[src/rtl/ga_sync_pkg.sv]
// Shared defaults, counter widths and FSM state types for the gate-array sync consumer.
package ga_sync_pkg;

  localparam int GA_HDELAY     = 2;
  localparam int GA_HWIDTH     = 4;
  localparam int GA_VDELAY     = 2;
  localparam int GA_VWIDTH     = 4;
  localparam int GA_INT_LINES  = 52;
  localparam int GA_INT_MIN_VS = 32;

  typedef enum logic [1:0] {
    H_IDLE   = 2'd0,
    H_DELAY  = 2'd1,
    H_ACTIVE = 2'd2,
    H_HOLD   = 2'd3
  } h_state_e;

  typedef enum logic [1:0] {
    V_IDLE   = 2'd0,
    V_WAIT   = 2'd1,
    V_ACTIVE = 2'd2
  } v_state_e;

  function automatic logic [3:0] sat_inc4(input logic [3:0] value);
    return (value == 4'd15) ? 4'd15 : value + 4'd1;
  endfunction

endpackage

[src/rtl/ga_sync_edge.sv]
// Character-clock sampler for one CRTC sync line; rise/fall are only
// flagged on enabled cycles and compare against the previous enabled sample.
module ga_sync_edge (
  input  logic clk_i,
  input  logic rst_i,
  input  logic en_i,
  input  logic sync_i,
  output logic rise_o,
  output logic fall_o
);

  logic sample_q;

  // Previous enabled sample of the sync line.
  always_ff @(posedge clk_i or posedge rst_i) begin
    if (rst_i) begin
      sample_q <= 1'b0;
    end else if (en_i) begin
      sample_q <= sync_i;
    end else begin
      sample_q <= sample_q;
    end
  end

  assign rise_o = en_i & sync_i & ~sample_q;
  assign fall_o = en_i & ~sync_i & sample_q;

endmodule

[src/rtl/ga_sync_int.sv]
// Gate-array sync consumer: delayed, width-limited monitor syncs, per-line
// mode latch and the R52 raster interrupt counter feeding the Z80 INT line.
module ga_sync_int
  import ga_sync_pkg::*;
#(
  parameter int HDELAY     = GA_HDELAY,
  parameter int HWIDTH     = GA_HWIDTH,
  parameter int VDELAY     = GA_VDELAY,
  parameter int VWIDTH     = GA_VWIDTH,
  parameter int INT_LINES  = GA_INT_LINES,
  parameter int INT_MIN_VS = GA_INT_MIN_VS
) (
  input  logic       CLOCK,
  input  logic       RESET,
  input  logic       CLKEN,
  input  logic       CRTC_HSYNC,
  input  logic       CRTC_VSYNC,
  input  logic [1:0] MODE_REQ,
  input  logic       INT_ACK,
  input  logic       INT_RST,
  output logic       MON_HSYNC,
  output logic       MON_VSYNC,
  output logic [1:0] MODE,
  output logic       INT,
  output logic [5:0] R52
);

  localparam logic [3:0] H_ON     = 4'(HDELAY);
  localparam logic [3:0] H_OFF    = 4'(HDELAY + HWIDTH);
  localparam logic [3:0] V_ON     = 4'(VDELAY);
  localparam logic [3:0] V_OFF    = 4'(VDELAY + VWIDTH);
  localparam logic [5:0] R52_LAST = 6'(INT_LINES - 1);
  localparam logic [5:0] R52_MIN  = 6'(INT_MIN_VS);

  h_state_e   h_state_q, h_state_d;
  v_state_e   v_state_q, v_state_d;
  logic [3:0] hcnt_q, hcnt_d;
  logic [3:0] vcnt_q, vcnt_d;
  logic       mon_hs_q, mon_hs_d;
  logic       mon_vs_q, mon_vs_d;
  logic [1:0] mode_q, mode_d;
  logic       int_q, int_d;
  logic [5:0] r52_q, r52_d;

  logic       hs_rise_s, hs_end_s, vs_rise_s, vs_fall_unused_s;
  logic [3:0] vcnt_inc_s;
  logic       v_reach_s, int_set_s;
  logic [5:0] r52_step_s;

  ga_sync_edge u_hs_edge (
    .clk_i  (CLOCK),
    .rst_i  (RESET),
    .en_i   (CLKEN),
    .sync_i (CRTC_HSYNC),
    .rise_o (hs_rise_s),
    .fall_o (hs_end_s)
  );

  ga_sync_edge u_vs_edge (
    .clk_i  (CLOCK),
    .rst_i  (RESET),
    .en_i   (CLKEN),
    .sync_i (CRTC_VSYNC),
    .rise_o (vs_rise_s),
    .fall_o (vs_fall_unused_s)
  );

  assign vcnt_inc_s = vcnt_q + 4'd1;

  // H FSM: hcnt_q holds the chars elapsed since the rise, so it is compared before incrementing.
  always_comb begin
    h_state_d = h_state_q;
    hcnt_d    = hcnt_q;
    mon_hs_d  = mon_hs_q;
    mode_d    = mode_q;
    if (!CLKEN) begin
      h_state_d = h_state_q;
    end else if (!CRTC_HSYNC) begin
      h_state_d = H_IDLE;
      hcnt_d    = 4'd0;
      mon_hs_d  = 1'b0;
    end else if (hs_rise_s) begin
      h_state_d = H_DELAY;
      hcnt_d    = 4'd1;
      mode_d    = MODE_REQ;
    end else begin
      hcnt_d = sat_inc4(hcnt_q);
      case (h_state_q)
        H_DELAY: begin
          if (hcnt_q == H_ON) begin
            h_state_d = H_ACTIVE;
            mon_hs_d  = 1'b1;
          end else begin
            h_state_d = H_DELAY;
          end
        end
        H_ACTIVE: begin
          if (hcnt_q == H_OFF) begin
            h_state_d = H_HOLD;
            mon_hs_d  = 1'b0;
          end else begin
            h_state_d = H_ACTIVE;
          end
        end
        default: h_state_d = h_state_q;
      endcase
    end
  end

  // V FSM: a VSYNC rise always restarts the line count, even mid-pulse.
  always_comb begin
    v_state_d = v_state_q;
    vcnt_d    = vcnt_q;
    mon_vs_d  = mon_vs_q;
    v_reach_s = 1'b0;
    if (vs_rise_s) begin
      v_state_d = V_WAIT;
      vcnt_d    = 4'd0;
      mon_vs_d  = 1'b0;
    end else if (hs_end_s && (v_state_q != V_IDLE)) begin
      vcnt_d = vcnt_inc_s;
      if (vcnt_inc_s == V_ON) begin
        v_state_d = V_ACTIVE;
        mon_vs_d  = 1'b1;
        v_reach_s = 1'b1;
      end else if (vcnt_inc_s == V_OFF) begin
        v_state_d = V_IDLE;
        mon_vs_d  = 1'b0;
      end else begin
        v_state_d = v_state_q;
      end
    end else begin
      v_state_d = v_state_q;
    end
  end

  // R52/INT: line step first, then ACK and RMR reset layered on top in priority order.
  always_comb begin
    int_set_s  = 1'b0;
    r52_step_s = r52_q;
    if (!hs_end_s) begin
      r52_step_s = r52_q;
    end else if (v_reach_s) begin
      int_set_s  = (r52_q >= R52_MIN);
      r52_step_s = 6'd0;
    end else if (r52_q == R52_LAST) begin
      int_set_s  = 1'b1;
      r52_step_s = 6'd0;
    end else begin
      r52_step_s = r52_q + 6'd1;
    end
    r52_d = INT_RST ? 6'd0 : (INT_ACK ? (r52_step_s & 6'b01_1111) : r52_step_s);
    int_d = INT_RST ? 1'b0 : (int_set_s ? 1'b1 : (INT_ACK ? 1'b0 : int_q));
  end

  // State and output registers.
  always_ff @(posedge CLOCK or posedge RESET) begin
    if (RESET) begin
      h_state_q <= H_IDLE;
      v_state_q <= V_IDLE;
      hcnt_q    <= 4'd0;
      vcnt_q    <= 4'd0;
      mon_hs_q  <= 1'b0;
      mon_vs_q  <= 1'b0;
      mode_q    <= 2'd0;
      int_q     <= 1'b0;
      r52_q     <= 6'd0;
    end else begin
      h_state_q <= h_state_d;
      v_state_q <= v_state_d;
      hcnt_q    <= hcnt_d;
      vcnt_q    <= vcnt_d;
      mon_hs_q  <= mon_hs_d;
      mon_vs_q  <= mon_vs_d;
      mode_q    <= mode_d;
      int_q     <= int_d;
      r52_q     <= r52_d;
    end
  end

  assign MON_HSYNC = mon_hs_q;
  assign MON_VSYNC = mon_vs_q;
  assign MODE      = mode_q;
  assign INT       = int_q;
  assign R52       = r52_q;

endmodule

[config.mk]
export PLATFORM = sky130hd
export DESIGN_NAME = ga_sync_int
export DESIGN_NICKNAME = d
export VERILOG_FILES = /design/src/rtl/ga_sync_pkg.sv /design/src/rtl/ga_sync_edge.sv /design/src/rtl/ga_sync_int.sv
export SDC_FILE = /design/constraint.sdc
export NUM_CORES = 1
export LEC_CHECK = 0
export BUFFER_PORTS_ARGS = -buffer_cell sky130_fd_sc_hd__buf_2
export CAP_MARGIN = 20
export CORE_ASPECT_RATIO = 0.6
export CORE_UTILIZATION = 60
export CTS_CLUSTER_DIAMETER = 50
export DETAILED_ROUTE_END_ITERATION = 10
export PLACE_DENSITY = 0.83
export SYNTH_ARGS = -nofsm -noshare
export SYNTH_HDL_FRONTEND = slang
export SYNTH_SLANG_ARGS = --single-unit
[constraint.sdc]
create_clock -name CLOCK -period 2.6 [get_ports CLOCK]
set_input_delay 0.65 -clock CLOCK [delete_from_list [all_inputs] [get_ports CLOCK]]
set_output_delay 0.65 -clock CLOCK [all_outputs]
set_load 0.1 [all_outputs]
==> results of run 1 <==
## power groups by stage
stage / registers (mW) / logic (mW) / clock network, mW
after detailed placement: 0.467 / 0.289 / 0
after global placement: 0.462 / 0.276 / 0
final: 0.460 / 0.292 / 0.252
after floorplan: 0.555 / 0.142 / 0
after CTS: 0.460 / 0.290 / 0.256
after global routing: 0.469 / 0.314 / 0.271
## sequential cells by signal (all words and copies together), names as in the netlist
name	flops
h_state_q	2
vcnt_q	4
hcnt_q	4
INT	1
v_state_q	2
u_vs_edge.sample_q	1
u_hs_edge.sample_q	1
MON_HSYNC	1
MODE	2
R52	6
## layout by cell type, fill, tap and decap left out, types with 2 or more instances in the layout
cell	synthesis	layout
sky130_fd_sc_hd__nand2_1	11	11
sky130_fd_sc_hd__or3_1	4	4
sky130_fd_sc_hd__and3b_1	2	2
sky130_fd_sc_hd__nor2_1	7	7
sky130_fd_sc_hd__o211ai_1	3	3
sky130_fd_sc_hd__a31oi_1	2	2
sky130_fd_sc_hd__nor2b_1	3	3
sky130_fd_sc_hd__mux2_2	5	5
sky130_fd_sc_hd__nand3_1	9	9
sky130_fd_sc_hd__nor4_1	2	2
sky130_fd_sc_hd__clkbuf_8	0	4
sky130_fd_sc_hd__nor3b_1	2	2
sky130_fd_sc_hd__ha_1	6	6
sky130_fd_sc_hd__buf_2	3	19
sky130_fd_sc_hd__o2111ai_1	6	6
sky130_fd_sc_hd__a21oi_1	15	15
sky130_fd_sc_hd__dfrtp_1	24	24
sky130_fd_sc_hd__inv_1	9	9
sky130_fd_sc_hd__nand3b_1	3	3
sky130_fd_sc_hd__o21ai_0	6	6
## kinds of logic (layout without fill, tap and decap cells)
kind of cell	Yosys count	count (layout)	synth area share
mux	5	5	0.04018
simple gates	50	50	0.1946
xor+xnor	2	2	0.01250
fa+ha+maj	6	6	0.05357
buf+inv	18	33	0.06160
flops	24	24	0.4286
compound gates	43	43	0.2089
## critical path, cell delays in order
cell                      delay, ns
sky130_fd_sc_hd__buf_2         0.20
sky130_fd_sc_hd__and3b_1       0.29
sky130_fd_sc_hd__or3_1         0.51
sky130_fd_sc_hd__o31a_1        0.35
sky130_fd_sc_hd__o31ai_2       0.18
## metal layers
layer,vias up,track usage,routed length [um],share of wire
met5,-,0,0,0
met4,0,0.06111,17,0.0058
met3,4,0.07849,247,0.084
met2,63,0.3921,1331,0.45
met1,569,0.3725,1336,0.46
li1,577,-,-,-
## cell type report
cell class | count | area (um^2)
multi-input cells | 106 | 714.4
clock buffers | 4 | 55.05
inverters | 9 | 33.78
repair buffers | 20 | 102.6
fillers | 166 | 635.6
well taps | 30 | 37.54
flip-flops and latches | 24 | 600.6
## stage by stage
step	instances	power [mW]	hold WS, ns	setup WS, ns
after global placement	189	0.7383	0.4656	0.4136
final	193	1.004	0.5023	0.5999
after floorplan	148	0.6968	0.4502	0.4117
after global routing	193	1.054	0.5293	0.4792
after CTS	193	1.006	0.5030	0.6159
after detailed placement	189	0.7557	0.4799	0.3546
## final timing paths
kind                            startpoint        end  slack [ns]  cells past startpoint
min in group asynchronous            RESET     R52[2]        0.55                      2
worst min-delay path                   INT        INT        0.50                      2
max in group asynchronous            RESET  hcnt_q[3]        1.50                      2
worst min register to register         INT        INT        0.50                      2
worst max register to register   vcnt_q[0]        INT        0.60                      5
worst max-delay path                 CLKEN        INT        0.60                      5
==> reports/results.md, run 1 <==
- 0.3846 mW — switching power summed over all nets
- 0.27 ns — clock insertion delay at the later pin of the skew report
- 4788 um — wire length of the first global-routing pass
- 15.19 um — WL/cell
- 0.08 ns — clock-pin slew on the worst setup and hold paths
- 1017 — vias in the first global route
- 0.7084 — post-route core utilization
- finished clean — run status
- 0.8474 — RD Place Congestion
- 0.291 — combinational fraction of design power
- 0 — Overflow after GRT
- primary input — critical path startpoint category
- 0.2025 — layout cell share with drive strength beyond 1
- 0 — number of max-capacitance violations reported
- 1213 — DR vias
- 0.0005764 V — largest voltage drop on the vdd net
- 0 — number of hold buffers added after CTS
- 6.285 — vias per cell
- 0.4286 — share of synthesized area occupied by flip-flops and latches
- 0.4115 — Slew HR
- 2.79 ns — CP Data Required Time
- 0 — # Post-CTS Setup Buffers
- 0.6429 — starting density of the core
- 0 — count of flip-flops with a built-in enable after synthesis
- 0.2619 — GRT Overall Usage
- 3 — cts bufs inserted
- 0.6820 nW — Lkg Pwr
- 1 — deepest level of the CTS H-tree
- done — clock tree from TritonCTS
- 64.39 um — die extent in x
- 0.8817 ns — slew at the pin closest to its max-slew limit
- 2178 um — detailed-placement wirelength estimate
- 0 — number of synthesis warnings
- 24 — clock net sink count
- 0 — DRC violations left
- 24 — number of register bits inferred by synthesis
- 0.6196 mW — Int Pwr
- 1401 um^2 — Synth Cell Area
- 0 — Detail Route Antenna Nets
- 0 — number of antenna violations at the first check in global routing
- 10.18% — synth-to-layout area growth
- sky130_fd_sc_hd__dfrtp_1 — library cell with the highest instance count after synthesis
- 1.000 — Synth async-reset ratio
- 42 — library cells used by synthesis
- 2.19 ns — CP Data Arrival Time
- sky130_fd_sc_hd__dfrtp_1, sky130_fd_sc_hd__a21oi_1, sky130_fd_sc_hd__ha_1 — top post-synthesis cells by area
- 25 — maximum number of pins on one net before global-route repair
- 1544 um^2 — finished layout cell area
- 179 — number of nets in the final layout
- 0 — count of antenna diodes in the layout
- 163 — post-synthesis net count
- sky130_fd_sc_hd__dfrtp_1, sky130_fd_sc_hd__a21oi_1, sky130_fd_sc_hd__nand2_1, sky130_fd_sc_hd__inv_1, sky130_fd_sc_hd__nand3_1 — Synth top cells by count
- 0.7693 — Tcrit/Tclk final
- flip-flop — Crit. End Element
- 0 — cts repair resizes
- 13 — Core Rows
- 4 — number of detailed-route iterations in the first pass
- 20 — I/O pin count
- 500.0 MHz — Max Clk Rate
- 2.000 ns — time the worst path needs with I/O delays and setup
- 9.469 um^2 — mean area per synthesized cell
- 2180 um^2 — core outline area
- sky130_fd_sc_hd__dfrtp_1 — Most used DFF post-synth
- 0 — fin. max-slew vios
- 148 — Mapped Cells
- 129 — violation count after the first detailed-routing iteration
- sky130_fd_sc_hd__dfrtp_1 — cell type with the highest aggregate area in the netlist
- 0 — Hold Vio Cnt, Final
- false — setup repair after global routing missed its margin
- 2932 um — Total Wirelength
- 650.4 nW/um^2 — power density normalized to cell area
- 1489 um^2 — placed standard-cell area
- 18 — largest fanout on the critical path
- 2 — Max Root-Sink Buffers
- flip-flop to flip-flop — Hold/Removal Path Class
- 19 — Port Buffers
- 0.251 — clock share of power
- 0 — final setup vio count
- primary input to flip-flop — class of the most critical setup path
- 2539 um^2 — full die area
- 0.458 — Reg power frac
- 0.007708 ns — final setup skew
- 39.44 um — die height
- 0 ns — Fin Setup TNS
- sky130_fd_sc_hd__clkbuf_8 — CTS root buf
- 0.3830 — net switching share of the total power
- 0.4286 — area share of the largest cell type after synthesis
Power figures use the tool's default switching activity.
==> inputs of run 2 (changes only) <==
- CORE_UTILIZATION: 60 -> 50
- PLACE_DENSITY: 0.83 -> 0.74
- clock period: 2.6 -> 1.6 ns (I/O delays scaled with it)
==> reports/results.md, run 2 (synthesis results as in run 1) <==
- 0 — DRC violations left
- 1 — number of buffer and inverter instances along the worst setup path
- 0.1606 ns — final-layout worst hold slack
- 24 — clock net sink count
- -0.1564 ns — slack of the critical path
- 8 — final setup vio count
- flip-flop — critical path startpoint category
- flip-flop to flip-flop — class of the most critical setup path
- 0.09 ns — clock-pin slew on the worst setup and hold paths
- primary input to async pin — Hold/Removal Path Class
- true — setup repair after global routing missed its margin
- 6.245 — vias per cell
- vcnt_q[1] — worst reg2reg path startpoint
- 569.3 MHz — Max Clk Rate
- 0 — Overflow after GRT
- 0 — # Post-CTS Setup Buffers
- 17.81 um — WL/cell
- -0.9248 ns — Fin Setup TNS
- -0.1329 ns — dpl ws
- sky130_fd_sc_hd__buf_4, sky130_fd_sc_hd__dfrtp_1, sky130_fd_sc_hd__buf_2 — leading cell types in the layout, fill and taps excluded
- 25 — maximum number of pins on one net before global-route repair
- 5 — largest fanout on the critical path
- -0.16 ns — reg-to-reg setup timing slack
- setup timing — violated checks
- finished, violations left — run status
- 0 — number of antenna violations at the first check in global routing
- 19 — Port Buffers
- 6 — flip-flop count of the largest register, all copies and words added
- 0.5442 — starting density of the core
- 3025 um^2 — full die area
- 0.27 ns — clock insertion delay at the later pin of the skew report
- 109 — violation count after the first detailed-routing iteration
- 0.7681 nW — Lkg Pwr
- 0.5392 ns — slew at the pin closest to its max-slew limit
- 1017 nW/um^2 — power density normalized to cell area
- 0.8471 — RD Place Congestion
- 0.7099 — post-route core utilization
- done — clock tree from TritonCTS
- 1349 — DR vias
- 0 — number of hold buffers added after CTS
- R52[4] — capturing point of the worst reg2reg path
- 0.45 ns — max incr delay on CP
- 3848 um — Total Wirelength
- 1.75 ns — CP Data Required Time
- 3 — cts bufs inserted
- 0 — count of antenna diodes in the layout
- 0.0007754 V — largest voltage drop on the vdd net
- 1.90 ns — CP Data Arrival Time
- 14 — Core Rows
- 43.01 um — die height
- 0.2848 — GRT Overall Usage
- 0 — fin. max-slew vios
- 1 — deepest level of the CTS H-tree
- 70.35 um — die extent in x
- sky130_fd_sc_hd__clkbuf_8 — CTS root buf
- 2 — Max Root-Sink Buffers
- sky130_fd_sc_hd__or3_4 — master of the slowest instance on the critical path
- 1.756 ns — time the worst path needs with I/O delays and setup
- 0 — Detail Route Antenna Nets
- 2866 um — detailed-placement wirelength estimate
- 1304 — vias in the first global route
- 1.860 mW — overall power of the completed layout
- simple AND/OR/NAND/NOR gates — cell type group with the largest total delay on the critical path
- ha_2 > xor2_1 > or3_4 > buf_4 > o2111ai_1 > nand3_1 — ordered list of cells on the worst path
- 6 — number of cell instances on the worst register-to-register path
- 2575 um^2 — core outline area
- 0.01148 ns — final setup skew
- 30.45% — synth-to-layout area growth
- 6430 um — wire length of the first global-routing pass
- 0 — number of max-capacitance violations reported
- flip-flop — Crit. End Element
- 0.3804 — layout cell share with drive strength beyond 1
- 0.6395 — Slew HR
- 4 — number of detailed-route iterations in the first pass
- 1.098 — Tcrit/Tclk final
- 200 — number of nets in the final layout
- sky130_fd_sc_hd__buf_4 — leading cell type in the layout, fill and taps excluded
- 0 — Hold Vio Cnt, Final
- 20 — I/O pin count
-- run 2: cell types whose count changed in the layout (fill, tap and decap cells not counted), sizes merged --
cell,change
buf,+20
clkbuf,+1
-- run 2: routing by layer --
layer  GRT usage  up-vias  share of wire
met5           0        -              0
met4     0.08000        0          0.011
met3     0.07601        7          0.053
met2      0.4476       43           0.47
met1      0.3894      682           0.47
li1            -      617              -
-- run 2: power by group --
part           leakage [nW]  total, mW  switching [mW]  internal, mW
clock network        0.0228      0.379           0.201         0.178
registers             0.303      0.745          0.0651         0.680
logic                 0.442      0.735           0.469         0.266
-- run 2: timing repair --
| action | in CTS | in global routing |
|---|---|---|
| pin swaps | 0 | 2 |
| endpoints found under the setup margin | 9 | 9 |
| resized for setup | 3 | 3 |
-- run 2: tightest hold or removal path, delay by kind of cell --
family	cells	cell delay, ns
buffers and inverters	3	0.44
-- run 2: stage by stage --
stage / cells / area, um^2
floorplan: 148 / 1480
global placement: 212 / 1745
detailed placement: 212 / 1745
CTS: 216 / 1803
global route: 216 / 1828
finish: 216 / 1828
-- run 2: worst max path at each step --
stage / start / to / slack, ns / cells after the start
6_report: vcnt_q[1] / R52[4] / -0.16 / 6
5_1_grt: vcnt_q[1] / R52[4] / -0.22 / 6
4_1_cts: vcnt_q[1] / R52[4] / -0.15 / 6
3_5_place_dp: vcnt_q[0] / R52[2] / -0.13 / 6
3_3_place_gp: vcnt_q[1] / INT / -0.05 / 5
2_1_floorplan: CLKEN / INT / -0.05 / 6
-- run 2: final cells by class --
| class | count | area (um^2) |
|---|---|---|
| multi-input combinational | 106 | 799.5 |
| fill | 200 | 747.0 |
| sequential | 24 | 616.8 |
| timing repair buffer | 41 | 292.8 |
| clock buffer | 4 | 45.04 |
| tap | 32 | 40.04 |
| inverter | 9 | 33.78 |
